**src/rtl/alu_issue_stage.sv**
```systemverilog
// Issue stage for the 16-bit registered ALU: 8x16 register file, operand
// bypass from write-back, one-cycle load-use stall, host load port, retire count.
module alu_issue_stage #(
    parameter int NREGS = 8,
    parameter int WIDTH = 16
) (
    input  logic             clk,
    input  logic             rst_n,
    input  logic             instr_valid,
    output logic             instr_ready,
    input  logic [2:0]       instr_op,
    input  logic [2:0]       instr_rd,
    input  logic [2:0]       instr_ra,
    input  logic [2:0]       instr_rb,
    input  logic             ld_valid,
    input  logic [2:0]       ld_addr,
    input  logic [WIDTH-1:0] ld_data,
    output logic [WIDTH-1:0] alu_a,
    output logic [WIDTH-1:0] alu_b,
    output logic [2:0]       alu_op,
    input  logic [WIDTH-1:0] alu_result,
    output logic             wb_valid,
    output logic [2:0]       wb_rd,
    output logic [WIDTH-1:0] wb_data,
    output logic [15:0]      retire_count,
    output logic             busy
);

    logic [NREGS-1:0][WIDTH-1:0] rf;

    logic       e_valid;
    logic [2:0] e_rd;
    logic       w_valid;
    logic [2:0] w_rd;

    logic             hazard;
    logic             accept;
    logic [WIDTH-1:0] opa;
    logic [WIDTH-1:0] opb;

    // Result of E is not registered by the ALU yet, so it cannot be bypassed
    assign hazard = e_valid && (e_rd == instr_ra || e_rd == instr_rb);

    assign instr_ready = !ld_valid && !hazard;
    assign accept      = instr_valid && instr_ready;

    assign opa = (w_valid && w_rd == instr_ra) ? alu_result : rf[instr_ra];
    assign opb = (w_valid && w_rd == instr_rb) ? alu_result : rf[instr_rb];

    assign wb_valid = w_valid;
    assign wb_rd    = w_rd;
    assign wb_data  = alu_result;
    assign busy     = e_valid || w_valid;

    always_ff @(posedge clk or negedge rst_n) begin
        if (!rst_n) begin
            alu_a   <= '0;
            alu_b   <= '0;
            alu_op  <= 3'b111;
            e_valid <= 1'b0;
            e_rd    <= '0;
            w_valid <= 1'b0;
            w_rd    <= '0;
        end else begin
            e_valid <= accept;
            w_valid <= e_valid;
            w_rd    <= e_rd;
            if (accept) begin
                alu_a  <= opa;
                alu_b  <= opb;
                alu_op <= instr_op;
                e_rd   <= instr_rd;
            end
        end
    end

    // Write-back is applied last so it wins over a host load to the same entry
    always_ff @(posedge clk or negedge rst_n) begin
        if (!rst_n) begin
            rf <= '0;
        end else begin
            if (ld_valid)
                rf[ld_addr] <= ld_data;
            if (w_valid)
                rf[w_rd] <= alu_result;
        end
    end

    always_ff @(posedge clk or negedge rst_n) begin
        if (!rst_n)
            retire_count <= '0;
        else if (w_valid)
            retire_count <= retire_count + 16'd1;
    end

endmodule

```
**config.mk**
```make
export PLATFORM = sky130hd
export DESIGN_NAME = alu_issue_stage
export DESIGN_NICKNAME = d
export VERILOG_FILES = /design/src/rtl/alu_issue_stage.sv
export SDC_FILE = /design/constraint.sdc
export NUM_CORES = 1
export LEC_CHECK = 0
export CAP_MARGIN = 10
export CORE_MARGIN = 1.5
export CORE_UTILIZATION = 55
export DETAILED_ROUTE_END_ITERATION = 8
export DONT_BUFFER_PORTS = 1
export GPL_ROUTABILITY_DRIVEN = 0
export GPL_TIMING_DRIVEN = 0
export PLACE_DENSITY = 0.7
export SYNTH_ARGS = -nofsm -noshare
export SYNTH_HDL_FRONTEND = slang
export SYNTH_SLANG_ARGS = --single-unit
```
**constraint.sdc**
```tcl
create_clock -name clk -period 2.7 [get_ports clk]
set_input_delay 0.405 -clock clk [delete_from_list [all_inputs] [get_ports clk]]
set_output_delay 0.405 -clock clk [all_outputs]
set_load 0.03 [all_outputs]
```
# ---- Word-level counts from Yosys, hierarchy flattened
# Cells that the tools add are included.
dict set report totals {
  reg_bits 187
  mem_bits_ro 0
  out_inout_bits 73
  ram_bits 0
  elab_cells 52
  latchBits 0
  memories 0
  input_bits 51
}
dict set report classes {
  multipliers 0
  muxes 14
  add_sub_neg 1
  div 0
  n_reduce_logical 11
  bitwise_logic 0
  magnitude_cmp 6
  n_shift 0
  eq_ne 4
}
# op count
set op_table {}
lappend op_table {{$bwmux W128} 2}
lappend op_table {{$mux W128} 2}
lappend op_table {{$bmux W16 S3} 2}
lappend op_table {{$demux W16 S3} 2}
lappend op_table {{$mux W16} 6}
lappend op_table {{$add A16 B1 Y16 const B} 1}
lappend op_table {{$lt A3 B4 Y1 const B} 4}
lappend op_table {{$eq A3 B3 Y1} 4}
lappend op_table {{$logic_and A1 B1 Y1} 7}
lappend op_table {{$ge A3 B1 Y1 const B} 2}
lappend op_table {{$logic_not A1 Y1} 2}
lappend op_table {{$logic_or A1 B1 Y1} 2}

# ---- Longest topological paths before layout
dict set report logic_depth {
  word_depth 8
  depth_mapped 8
  mapped_depth_nobuf 5
}

# ---- Worst setup path before layout
# OpenSTA, ideal clock, no wires.
dict set report synth_timing {
  path_kind {in2reg}
  start {input port instr_ra[2]}
  end {register alu_a[10]}
  t_required_ps 2575
  arrival_time_ps 2068
  stages 6
  setup_time_ps 125
  setup_slack_ps 507
  path_buffers 2
  cell_sequence {clkbuf_1 clkbuf_1 mux4_2 mux2_2 mux2_2 mux2_2}
}
dict set report synth_via {
  elab_chain_len 6
  elab_cells_between_ends 11
  classes_between {eq/ne (2); mux (3); reduce/logical (6)}
}
# item line_no
set synth_rtl {}
lappend synth_rtl {{start, declared} 13} ;# input logic [2:0] instr_ra,
lappend synth_rtl {{parallel branches: the longest is 6 deep, another holds $bmux W16 S3} n/a}
lappend synth_rtl {{end signal, assigned} 69} ;# alu_a <= opa;
lappend synth_rtl {{end, declared} 18} ;# output logic [WIDTH-1:0] alu_a,
# Parallel ways; which one is timed is not known. The select of a mux whose other input is x is not followed.
# A chain may end at the register's enable or synchronous reset.

# ---- Final worst setup path
dict set report layout_timing {
  start {register w_rd[0] (netlist: wb_rd[0])}
  end {register rf[39] in the netlist's numbering}
}
dict set report layout_via {
  elab_chain_len 6
  elab_cells_between_ends 7
  classes_between {order compare (2); mux (4); reduce/logical (1)}
}
# item line_no
set layout_rtl {}
lappend layout_rtl {{start, declared} 34} ;# logic [2:0] w_rd;
lappend layout_rtl {{start signal, assigned} 67} ;# w_rd <= e_rd;
lappend layout_rtl {{$lt A3 B4 Y1 (not written as such) or $ge A3 B1 Y1 (tied branches)} 85} ;# rf[w_rd] <= alu_result;
lappend layout_rtl {{$logic_and A1 B1 Y1 (not written as such)} 85}
lappend layout_rtl {{$mux W16 (not written as such)} 85}
lappend layout_rtl {{$demux W16 S3 *} 85}
lappend layout_rtl {{$bwmux W128 *} 85}
lappend layout_rtl {{$mux W128 *} 84} ;# if (w_valid)
lappend layout_rtl {{end signal, assigned by index} 83} ;# rf[ld_addr] <= ld_data;
lappend layout_rtl {{end signal, assigned by index} 85}
lappend layout_rtl {{end, declared} 29} ;# logic [NREGS-1:0][WIDTH-1:0] rf;
# Mark *: on every way between the ends. The rest lies on a longest branch, timed or not.

==> out/results.txt <==
For this run, the top clock speed supported by timing is 394.9 MHz. The tools report the total inserted antenna cells as 0. The worst setup path is captured at a register.

The analysis attributes to cell leakage a power of 5.151 nW. Counting every sink on the clock net gives 187. The total I/O pin count came out at 124.

VDD sags by at most 0.5096 mV. The clock period could shrink to 2.532 ns. The flow ran to the end, but the final reports show violations. The hold slack is -0.3408 ns, and the total of max-cap violations is 0.

The mapped netlist covers 11000 um2. Maximum root-to-sink buffer count: 2. STA puts the critical path data arrival time at 2.81 ns.

The tools report the headroom to the max-slew limit as 0.3214. The tools report the core utilization of the finished layout as 0.6134. For the worst setup path, the data required time is 2.98 ns.

In this run the mean area of a mapped cell was 11.75 um2. Internal portion of total power: 7.356 mW. The worst hold path belongs to the class primary input to async pin. Entering global routing, the biggest net connects 188 pins. In this run the standard cell core region covers 19530 um2.

The non-filler instance count after layout is 1235, and the H-tree depth reported by CTS is 4. The first routing iteration left 868 violations. Chip width: 144.4 um. The max-slew violation count was 0. The count of final setup violators was 0. The share of synthesized area occupied by flip-flops and latches came out at 0.4257. Wires add up to 31410 um.

The fraction of synthesized cell area taken by the top area cell type was 0.4186. The async set-or-reset flop fraction in the synthesized netlist is 1.000. The final reports fail on negative hold slack. The tree is rooted in a sky130_fd_sc_hd__clkbuf_16.

The net switching share of the total power was 0.3377. The worst setup path category is register to register. The die is 144.4 um tall. Fill cells in the final layout number 1597. By area the synthesized netlist is led by sky130_fd_sc_hd__dfrtp_1 (42%), sky130_fd_sc_hd__mux2i_1 (12%), sky130_fd_sc_hd__mux2_2 (11%). Clock skew on the completed layout was measured at 0.008656 ns. Largest driver fanout on the critical path: 10. The number of global-route vias before repair was 7769. The initial core utilization is 0.5634. After clock tree synthesis, the clock-pin slew on the worst setup and hold paths is 0.07 ns. The run gives 0.44 ns as the insertion delay to the later sink of the worst-skew pair.

The sequential share of power is 0.484, and the actual slew at the worst max-slew pin is 1.018 ns. The CTS buffer count was 17. Synthesis produced a netlist with a net count of 988. The number of antenna violations at the first check in global routing came out at 0. The layout cell share with drive strength beyond 1 was 0.2082. Summed over all nets, the switching power comes to 3.751 mW.

The number of iterations in the first detailed-routing pass is 5. Kind of start point of the critical path: a register. The synthesized netlist contains 32 unique library cells. Setup repair after global routing left no endpoint under its margin. The combinational share of power is 0.272, and the layout overhead on the synthesized area is 8.883%. The detail route stage leaves a number of antenna-violating nets equal to 0. The routed wire length per instance works out to 25.43 um. Setup total negative slack on the finished layout was measured at 0 ns. The total routing usage reported by global routing was 0.3096. Among all flip-flop cells after synthesis, the most frequent one is sky130_fd_sc_hd__dfrtp_1.

Placed wire-length estimate after detailed placement: 20030 um. Final critical-path share of the clock period: 0.9379. Counting tap cells, the placed design contains a total of 1201 instances. For the number of warnings printed during yosys synthesis, the log shows 0. The ratio of routed vias to standard cells is 6.401.

The total number of vias came out at 7905. TritonCTS built the clock tree. The share of total power in the clock network is 0.245, and the overall die area is 20860 um2. The final count of hold timing violations is 187.

The run gives 0 as the global route total overflow. The initialized floorplan defines 51 standard-cell rows. Total power density per cell area: 927.3 nW/um2. Yosys mapped a number of flops with a built-in enable equal to 0. The tools report the number of nets in the layout as 1010.

Of all cell types, the one taking the most synthesized area is sky130_fd_sc_hd__dfrtp_1. During placement, the flow inserted port buffers numbering 0. After technology mapping, the gate count stands at 936. The number of DRC violations after detailed routing was 0. By count the netlist is led by sky130_fd_sc_hd__dfrtp_1 (184), sky130_fd_sc_hd__mux2i_1 (128), sky130_fd_sc_hd__mux2_2 (103), sky130_fd_sc_hd__nand2_1 (72), sky130_fd_sc_hd__clkbuf_1 (70). The synthesized flop and latch total came out at 187. Yosys instantiated no cell more often than sky130_fd_sc_hd__dfrtp_1.

First-pass GRT wire length: 46670 um.
## state kept, by name, indices dropped and copies added, names as in the netlist
signal        cells
wb_rd             3
alu_op            3
wb_valid          1
alu_a            16
retire_count     16
e_rd              3
alu_b            16
e_valid           1
rf              128
## layout make-up
type	instances	area, um2	area share
Buffer	118	595.6	0.04972
Clock buffer	25	485.5	0.04053
Clock inverter	6	133.9	0.01118
Inverter	3	11.26	0.0009401
Multi-Input combinational cell	628	5714	0.4771
Sequential cell	187	4683	0.3910
Tap cell	265	331.6	0.02768
Timing Repair Buffer	3	22.52	0.001880
## repair_timing
item                                   4_1_cts  5_1_grt
pin swaps                                    2        1
endpoints found under the hold margin      187      187
gates resized for setup                      2        0
setup buffers                                1        2
setup endpoints to repair                   13       10
## worst max-delay path, cell delays in order (launching register included)
cell and delay (ns):
sky130_fd_sc_hd__dfrtp_1 0.51, sky130_fd_sc_hd__clkbuf_1 0.27, sky130_fd_sc_hd__nand2b_1 0.24, sky130_fd_sc_hd__nor3b_1 0.51, sky130_fd_sc_hd__clkbuf_1 0.63, sky130_fd_sc_hd__o21ai_0 0.22
## through the flow
stage	setup slack (ns)	total power, mW	cell area (um2)
global route	0.05929	11.63	11980
finish	0.1677	11.11	11980
global placement	-0.1275	8.202	11330
CTS	0.04703	11.07	11960
floorplan	0.5071	7.579	11000
detailed placement	-0.1858	8.345	11330
## layer usage
layer  share of wire  track usage  vias to the layer above
met2            0.47       0.4870                      405
met5               0            0                        -
met4           0.025       0.1095                        0
met3           0.086      0.07252                       60
li1                -            -                     3430
met1            0.42       0.4217                     4010
## power groups by stage
stage	logic (mW)	registers (mW)	clock network, mW
floorplan	2.48	5.10	0
global placement	2.88	5.32	0
detailed placement	2.96	5.39	0
CTS	3.00	5.35	2.73
global route	3.28	5.52	2.83
finish	3.02	5.37	2.72
## worst paths after layout
check / start / endpoint / slack [ns] / depth (start not counted)
worst max-delay path: wb_rd[0] / rf[39] / 0.17 / 5
worst min-delay path: rst_n / rf[96] / -0.34 / 0
worst max register to register: wb_rd[0] / rf[39] / 0.17 / 5
worst min register to register: e_valid / wb_valid / 0.45 / 0
max in group asynchronous: rst_n / rf[104] / 2.71 / 0
min in group clk: instr_rd[0] / e_rd[0] / 0.12 / 1
## kinds of logic after synthesis
group | after synthesis | share of synthesized area
fa+ha+maj | 1 | 0.001137
flops | 187 | 0.4257
buf+inv | 121 | 0.05482
xor+xnor | 27 | 0.02150
compound gates | 128 | 0.05824
mux | 295 | 0.3673
simple gates | 177 | 0.07132
## cell usage in the layout (no fill, tap or decap), drive strengths merged, types with 19 or more instances in the layout
master	Yosys	routed
xnor2	19	19
nand2	72	72
nor2	68	68
buf	48	51
clkbuf	70	95
mux4	64	64
mux2	103	103
a21oi	64	64
dfrtp	184	184
mux2i	128	128
o21ai	64	64
(Power assumes the default switching activity.)
